**config.mk**
```make
export PLATFORM = sky130hd
export DESIGN_NAME = vram_slot_arbiter
export DESIGN_NICKNAME = d
export VERILOG_FILES = /design/src/rtl/vram_slot_arbiter.sv
export SDC_FILE = /design/constraint.sdc
export NUM_CORES = 1
export LEC_CHECK = 0
export ABC_AREA = 1
export BUFFER_PORTS_ARGS = -buffer_cell sky130_fd_sc_hd__buf_2
export CAP_MARGIN = 0
export CORE_UTILIZATION = 61
export CTS_BUF_LIST = sky130_fd_sc_hd__clkbuf_16
export DETAILED_ROUTE_END_ITERATION = 16
export PLACE_DENSITY_LB_ADDON = 0.25
export SYNTH_ARGS = -nofsm -noshare
export SYNTH_HDL_FRONTEND = slang
export SYNTH_SLANG_ARGS = --single-unit
```
**constraint.sdc**
```tcl
create_clock -name clk25 -period 5.89 [get_ports clk25]
set_input_delay 1.767 -clock clk25 [delete_from_list [all_inputs] [get_ports clk25]]
set_output_delay 1.767 -clock clk25 [all_outputs]
set_load 0.03 [all_outputs]
```
**src/rtl/vram_slot_arbiter.sv**
```systemverilog
// Time-slot arbiter for the shared video SRAM: an 8-phase frame with one queued
// C64 write in P0-P3 and one raster read in P4-P7. All state advances on negedge clk25.
module vram_slot_arbiter #(
  parameter int unsigned FIFO_DEPTH = 4,
  parameter int unsigned ADDR_W     = 17,
  parameter int unsigned DATA_W     = 8
) (
  input  logic                          clk25,
  input  logic                          rst,
  input  logic                          wr_valid,
  output logic                          wr_ready,
  input  logic [ADDR_W-1:0]             wr_addr,
  input  logic [DATA_W-1:0]             wr_data,
  input  logic                          rd_req,
  input  logic [ADDR_W-1:0]             rd_addr,
  output logic [DATA_W-1:0]             rd_data,
  output logic                          rd_valid,
  output logic [2:0]                    phase,
  output logic [$clog2(FIFO_DEPTH):0]   fifo_count,
  output logic                          overflow,
  input  logic                          ovf_clr,
  output logic                          s_ce,
  output logic                          s_oe,
  output logic                          s_we,
  output logic [ADDR_W-1:0]             s_addr,
  output logic [DATA_W-1:0]             s_dout,
  output logic                          s_drive,
  input  logic [DATA_W-1:0]             s_din
);

  localparam int unsigned PW = $clog2(FIFO_DEPTH);
  localparam int unsigned CW = PW + 1;

  typedef enum logic [2:0] {
    P0 = 3'd0, P1 = 3'd1, P2 = 3'd2, P3 = 3'd3,
    P4 = 3'd4, P5 = 3'd5, P6 = 3'd6, P7 = 3'd7
  } phase_e;

  phase_e              phase_q, phase_d;

  logic [ADDR_W-1:0]   fifo_addr_q [FIFO_DEPTH];
  logic [DATA_W-1:0]   fifo_data_q [FIFO_DEPTH];
  logic [PW-1:0]       wr_ptr_q, wr_ptr_d;
  logic [PW-1:0]       rd_ptr_q, rd_ptr_d;
  logic [CW-1:0]       count_q, count_d;
  logic                ready_q, ready_d;
  logic                ovf_q, ovf_d;
  logic                push, pop;

  logic                wr_act_q, wr_act_d;
  logic                rd_act_q, rd_act_d;

  logic                ce_q, ce_d;
  logic                oe_q, oe_d;
  logic                we_q, we_d;
  logic                drive_q, drive_d;
  logic [ADDR_W-1:0]   addr_q, addr_d;
  logic [DATA_W-1:0]   dout_q, dout_d;
  logic [DATA_W-1:0]   rdata_q, rdata_d;
  logic                rvalid_q, rvalid_d;

  // Strobes are computed for the phase being entered, so each case arm below
  // describes the bus state of the following phase.
  always_comb begin
    phase_d  = phase_e'(phase_q + 3'd1);
    wr_act_d = wr_act_q;
    rd_act_d = rd_act_q;
    ce_d     = 1'b1;
    oe_d     = 1'b1;
    we_d     = 1'b1;
    drive_d  = 1'b0;
    addr_d   = addr_q;
    dout_d   = dout_q;
    rdata_d  = rdata_q;
    rvalid_d = 1'b0;
    pop      = 1'b0;

    case (phase_q)
      P7: begin
        if (rd_act_q) begin
          rdata_d  = s_din;
          rvalid_d = 1'b1;
        end
        rd_act_d = 1'b0;
        wr_act_d = 1'b0;
        if (count_q != '0) begin
          pop      = 1'b1;
          wr_act_d = 1'b1;
          addr_d   = fifo_addr_q[rd_ptr_q];
          dout_d   = fifo_data_q[rd_ptr_q];
          ce_d     = 1'b0;
          drive_d  = 1'b1;
        end
      end
      P0: begin
        if (wr_act_q) begin
          ce_d    = 1'b0;
          we_d    = 1'b0;
          drive_d = 1'b1;
        end
      end
      P1: begin
        if (wr_act_q) begin
          drive_d = 1'b1;
        end
      end
      P2: begin
        wr_act_d = 1'b0;
      end
      P3: begin
        if (rd_req) begin
          rd_act_d = 1'b1;
          addr_d   = rd_addr;
          ce_d     = 1'b0;
          oe_d     = 1'b0;
        end
      end
      P4, P5, P6: begin
        if (rd_act_q) begin
          ce_d = 1'b0;
          oe_d = 1'b0;
        end
      end
      default: ;
    endcase
  end

  // A full queue stays closed even when the grant pops in the same cycle.
  always_comb begin
    push     = wr_valid & ready_q;
    wr_ptr_d = push ? wr_ptr_q + PW'(1) : wr_ptr_q;
    rd_ptr_d = pop  ? rd_ptr_q + PW'(1) : rd_ptr_q;
    count_d  = count_q + CW'(push) - CW'(pop);
    ready_d  = (count_d < CW'(FIFO_DEPTH));
    ovf_d    = ovf_q;
    if (wr_valid & ~ready_q) begin
      ovf_d = 1'b1;
    end else if (ovf_clr) begin
      ovf_d = 1'b0;
    end
  end

  always_ff @(negedge clk25) begin
    if (rst) begin
      phase_q  <= P0;
      wr_ptr_q <= '0;
      rd_ptr_q <= '0;
      count_q  <= '0;
      ready_q  <= 1'b1;
      ovf_q    <= 1'b0;
      wr_act_q <= 1'b0;
      rd_act_q <= 1'b0;
      ce_q     <= 1'b1;
      oe_q     <= 1'b1;
      we_q     <= 1'b1;
      drive_q  <= 1'b0;
      addr_q   <= '0;
      dout_q   <= '0;
      rdata_q  <= '0;
      rvalid_q <= 1'b0;
    end else begin
      phase_q  <= phase_d;
      wr_ptr_q <= wr_ptr_d;
      rd_ptr_q <= rd_ptr_d;
      count_q  <= count_d;
      ready_q  <= ready_d;
      ovf_q    <= ovf_d;
      wr_act_q <= wr_act_d;
      rd_act_q <= rd_act_d;
      ce_q     <= ce_d;
      oe_q     <= oe_d;
      we_q     <= we_d;
      drive_q  <= drive_d;
      addr_q   <= addr_d;
      dout_q   <= dout_d;
      rdata_q  <= rdata_d;
      rvalid_q <= rvalid_d;
    end
  end

  always_ff @(negedge clk25) begin
    if (push) begin
      fifo_addr_q[wr_ptr_q] <= wr_addr;
      fifo_data_q[wr_ptr_q] <= wr_data;
    end
  end

  assign wr_ready   = ready_q;
  assign rd_data    = rdata_q;
  assign rd_valid   = rvalid_q;
  assign phase      = phase_q;
  assign fifo_count = count_q;
  assign overflow   = ovf_q;
  assign s_ce       = ce_q;
  assign s_oe       = oe_q;
  assign s_we       = we_q;
  assign s_drive    = drive_q;
  assign s_addr     = addr_q;
  assign s_dout     = dout_q;

endmodule

```
**After elaboration in Yosys (flattened, before gate mapping)**

Memories as Yosys holds them, arrays and structs flattened. A register that Yosys moved wholly into a read port is not among the register bits.
Index checks and enable logic that the tools add are counted.

- Word-level logic and storage cells: 73
- Memories: 2
- Flip-flop bits (word level): 44
- RAM bits: 100
- Output and inout port bits: 46
- Bits of input ports: 55

- Equal/unequal tests: 9
- Reduce and logical (&&, ||, !) cells: 13
- $lt $le $gt $ge: 1
- $add $sub $neg: 5
- Bitwise operators: 5
- Multiplexer cells: 23

Memory list:

| name | depth | width | read ports | clocked after memory_dff | write ports | line | source |
|---|---|---|---|---|---|---|---|
| fifo_addr_q | 4 | 17 | 1 | 1 | 1 | 41 | `logic [ADDR_W-1:0] fifo_addr_q [FIFO_DEPTH];` |
| fifo_data_q | 4 | 8 | 1 | 1 | 1 | 42 | `logic [DATA_W-1:0] fifo_data_q [FIFO_DEPTH];` |

Operators with widths:

| cell | number |
|---|---|
| 17-bit 2-to-1 mux | 2 |
| 17-bit one-hot mux with 2 select lines | 1 |
| 1-bit 2-to-1 mux | 13 |
| 3-bit equality test (second input constant) | 4 |
| 1-bit one-hot mux with 2 select lines | 4 |
| 3-bit by 2-bit equality test with 1-bit output (second input constant) | 2 |
| 2-bit AND reduction | 3 |
| 2-bit nonzero test | 3 |
| 2-bit OR reduction | 3 |
| 2-bit by 1-bit adder with 2-bit output (second input constant) | 2 |
| 2-bit 2-to-1 mux | 2 |
| 2-bit != test (second input constant) | 2 |
| 1-bit one-hot mux with 4 select lines | 1 |
| 3-bit by 1-bit adder with 3-bit output | 1 |
| 3-bit by 1-bit adder with 3-bit output (second input constant) | 1 |
| 3-bit by 1-bit equality test with 1-bit output (second input constant) | 1 |
| 3-bit zero test | 1 |
| 3-bit less-than comparator (second input constant) | 1 |
| 1-bit inverter | 3 |
| 3-bit AND reduction | 1 |
| 3-bit nonzero test | 1 |
| 3-bit OR reduction | 1 |
| 3-bit by 1-bit subtractor with 3-bit output | 1 |
| 1-bit AND | 2 |

**Depth between registers and ports, before layout**

- Depth in word-level cells: 5
- Gate-level depth with buffers: 12
- Gate-level depth less buffers: 12

==> flow_summary.toml <==
[floorplanning]
die_area_sq_um = 10800
row_count = 36
fp.dieH_um = 104
dieWidth_um = 104
start_util_pct = 63.8
core_sq_um = 9950
pin_count = 101

[critical_path]
arrival_ps = 4050
critical_path_class = "flop to output pin"
slowest_stage = "dfxtp_1"
cp-end-kind = "output pin"
crit_path_cell_trace = "buf_2"
critPathLaunchType = "flop"
cp_max_fo = 4
worst_path_dominant_cell_family = "flip-flops"
slowest_delay_ps = 420
crit_buf_inv = 1
crit_required_ps = 4120

[timing]
worst_clock_skew_ps = 49.1
rsz0062_at_grt = "no"
setup_ws_ps = 72.1
setup_violations = 0
slew_headroom_pct = 44.8
worst_pin_slew_ps = 826
final-max-slew-violation-count = 0
hold_viol = 0

[synthesis]
synth_xor_area_share_pct = 0.413
synthDistinctLibCells = 25
ys_seq_area_share_pct = 64.3
synth.top_cell.area_share_pct = 47.3
syn_area_sq_um = 6350
ys_warn_count = 0
syn_area_per_cell_sq_um = 9.47
synth_nets = 738
synth_adder_area_share_pct = 2.48
muxShareOfSynthArea_pct = 0
synthTopCellsByArea = "edfxtp_1 47%, dfxtp_1 17%, nor2_1 9.7%"
synthCells = 671
synth-compound-area-share_pct = 3.76
synth_simple_gate_area_share_pct = 23.1
synth_area_leader_cell = "edfxtp_1"
ys_ff_latch = 154
synth_top_family_by_area = "simple AND/OR/NAND/NOR gates"

[final_layout]
final_common_cell = "inv_1"
multi_input_comb_area_sq_um = 1930
seqCellArea_sq_um = 4090
diodes = 0
drive_gt1_share_pct = 16.8
area_growth_pct = 28.6
nets = 996
post-route-cell-area_sq_um = 8170
fillCellCount = 577
most-common-layout-cells = "212 x inv_1, 161 x nor2_1, 157 x nand2_1"

[flow_run]
cap_violations = 0

[global_routing]
grt_max_degree = 53
grt_pass1_wl_um = 24900
grt.total_usage_pct = 29.5
grt_antenna_before_repair = 0
grt-ovfl-total = 0
grt_pass1_vias = 5710

[clock_network]
postCtsHoldBufs = 0
clockRootBuffer = "clkbuf_16"
cts_buffer_depth = 2
path_clk_slew_ps = 40
htreeDepth = 4
cts_tree = "yes"
cts-buffers-inserted = 17
clock_sink_count = 154
insertion_delay_ps = 490

[routing]
wl_per_cell_um = 14.3
drtPass1Iterations = 7
drtIter0Drc = 463
post-route-drc-count = 0
drtAntennaViolNets = 0
vias = 5491
drt-total-wl_um = 15300
routed_via_density = 5.12

[hold_path]
hold_path.class = "flop to flop"

[place]
routabilityCongestion = 0.765
hpwl_um = 8340
dpl_cell_area_sq_um = 7070
place_ws_ps = -161
port_buffers = 100

[outcome]
status = "complete, no violations"

[pwr]
power_density_nw_per_um2 = 380
vdd_ir_drop_max_mv = 0.232
leakage_uw = 0.00422
==> final cells by class <==
class	instances	share of cell area, %
clock buffer	17	5.21
clock inverter	167	8.24
inverter	60	2.76
multi-input combinational	429	23.7
sequential	154	50.0
tap	133	2.04
timing repair buffer	113	8.09
==> state kept, by name (all words and copies together), names as in the netlist, 2 cells and up, named ones only <==
signal	cells
phase	3
fifo_data_q	32
rd_ptr_q	2
fifo_addr_q	68
s_addr	17
s_dout	8
wr_ptr_q	2
fifo_count	3
rd_data	8
==> power breakdown <==
group,switching [uW],internal (uW)
Sequential,42.7,1270
Combinational,240,124
Clock,744,678
Total,1030,2080
==> per-layer routing <==
layer  global-route usage (%)  routed length (um)
met5                        0                   0
met3                     10.7                1160
met4                     17.1                 303
met2                     48.2                7820
met1                     33.4                6050
==> stage by stage <==
stage                     utilization (%)  power (uW)  hold slack, ps  std cells  setup TNS (ps)
after global routing                 82.1        3280             488       1073               0
after floorplan                         -        1700             416        671               0
after CTS                            82.1        3130             458       1073               0
final                                82.1        3100             456       1073               0
after global placement               71.1        1820             430        890            -311
after detailed placement             71.1        1830             441        890            -453
==> synth_stat cells, drive strengths merged <==
library cell / n
o21ai: 36
nand2: 162
o21bai: 1
nor2: 165
clkbuf: 8
buf: 19
nand3b: 1
xnor2: 1
edfxtp: 100
a21oi: 9
o22ai: 1
inv: 61
dfxtp: 54
ha: 11
nand3: 38
fa: 1
xor2: 2
nand4: 1
==> cell families (layout without fill, tap and decap cells) <==
kind of cell / count (synthesis) / count (layout)
compound gates: 47 / 47
buf+inv: 88 / 357
flops: 154 / 154
simple gates: 367 / 367
fa+ha+maj: 12 / 12
xor+xnor: 3 / 3
==> worst reg2reg max path, cell delays in order (launching register included) <==
cell	delay [ps]
dfxtp_1	380
ha_1	210
ha_1	290
nand2_1	390
inv_2	340
ha_4	240
inv_1	50
ha_1	130
inv_1	60
fa_2	340
xnor2_1	210
nor2_1	80
==> worst paths after layout <==
| check | start | to | slack (ps) | cells after the start |
|---|---|---|---|---|
| worst min register to register | phase[0]$_SDFF_NP0_ | phase[0]$_SDFF_NP0_ | 460 | 1 |
| worst min-delay path | phase[0]$_SDFF_NP0_ | phase[0]$_SDFF_NP0_ | 460 | 1 |
| worst max-delay path | fifo_count[1]$_SDFF_NP0_ | fifo_count[1] | 70 | 1 |
| worst max register to register | phase[1]$_SDFF_NP0_ | fifo_count[2]$_SDFF_NP0_ | 3050 | 11 |
==> what timing repair did <==
item / 4_1_cts / 5_1_grt
setup buffers: 0 / 0
endpoints found under the setup margin: 0 / 1
endpoints found under the hold margin: 0 / 0
gates resized for setup: 0 / 1
(Power assumes the default switching activity.)
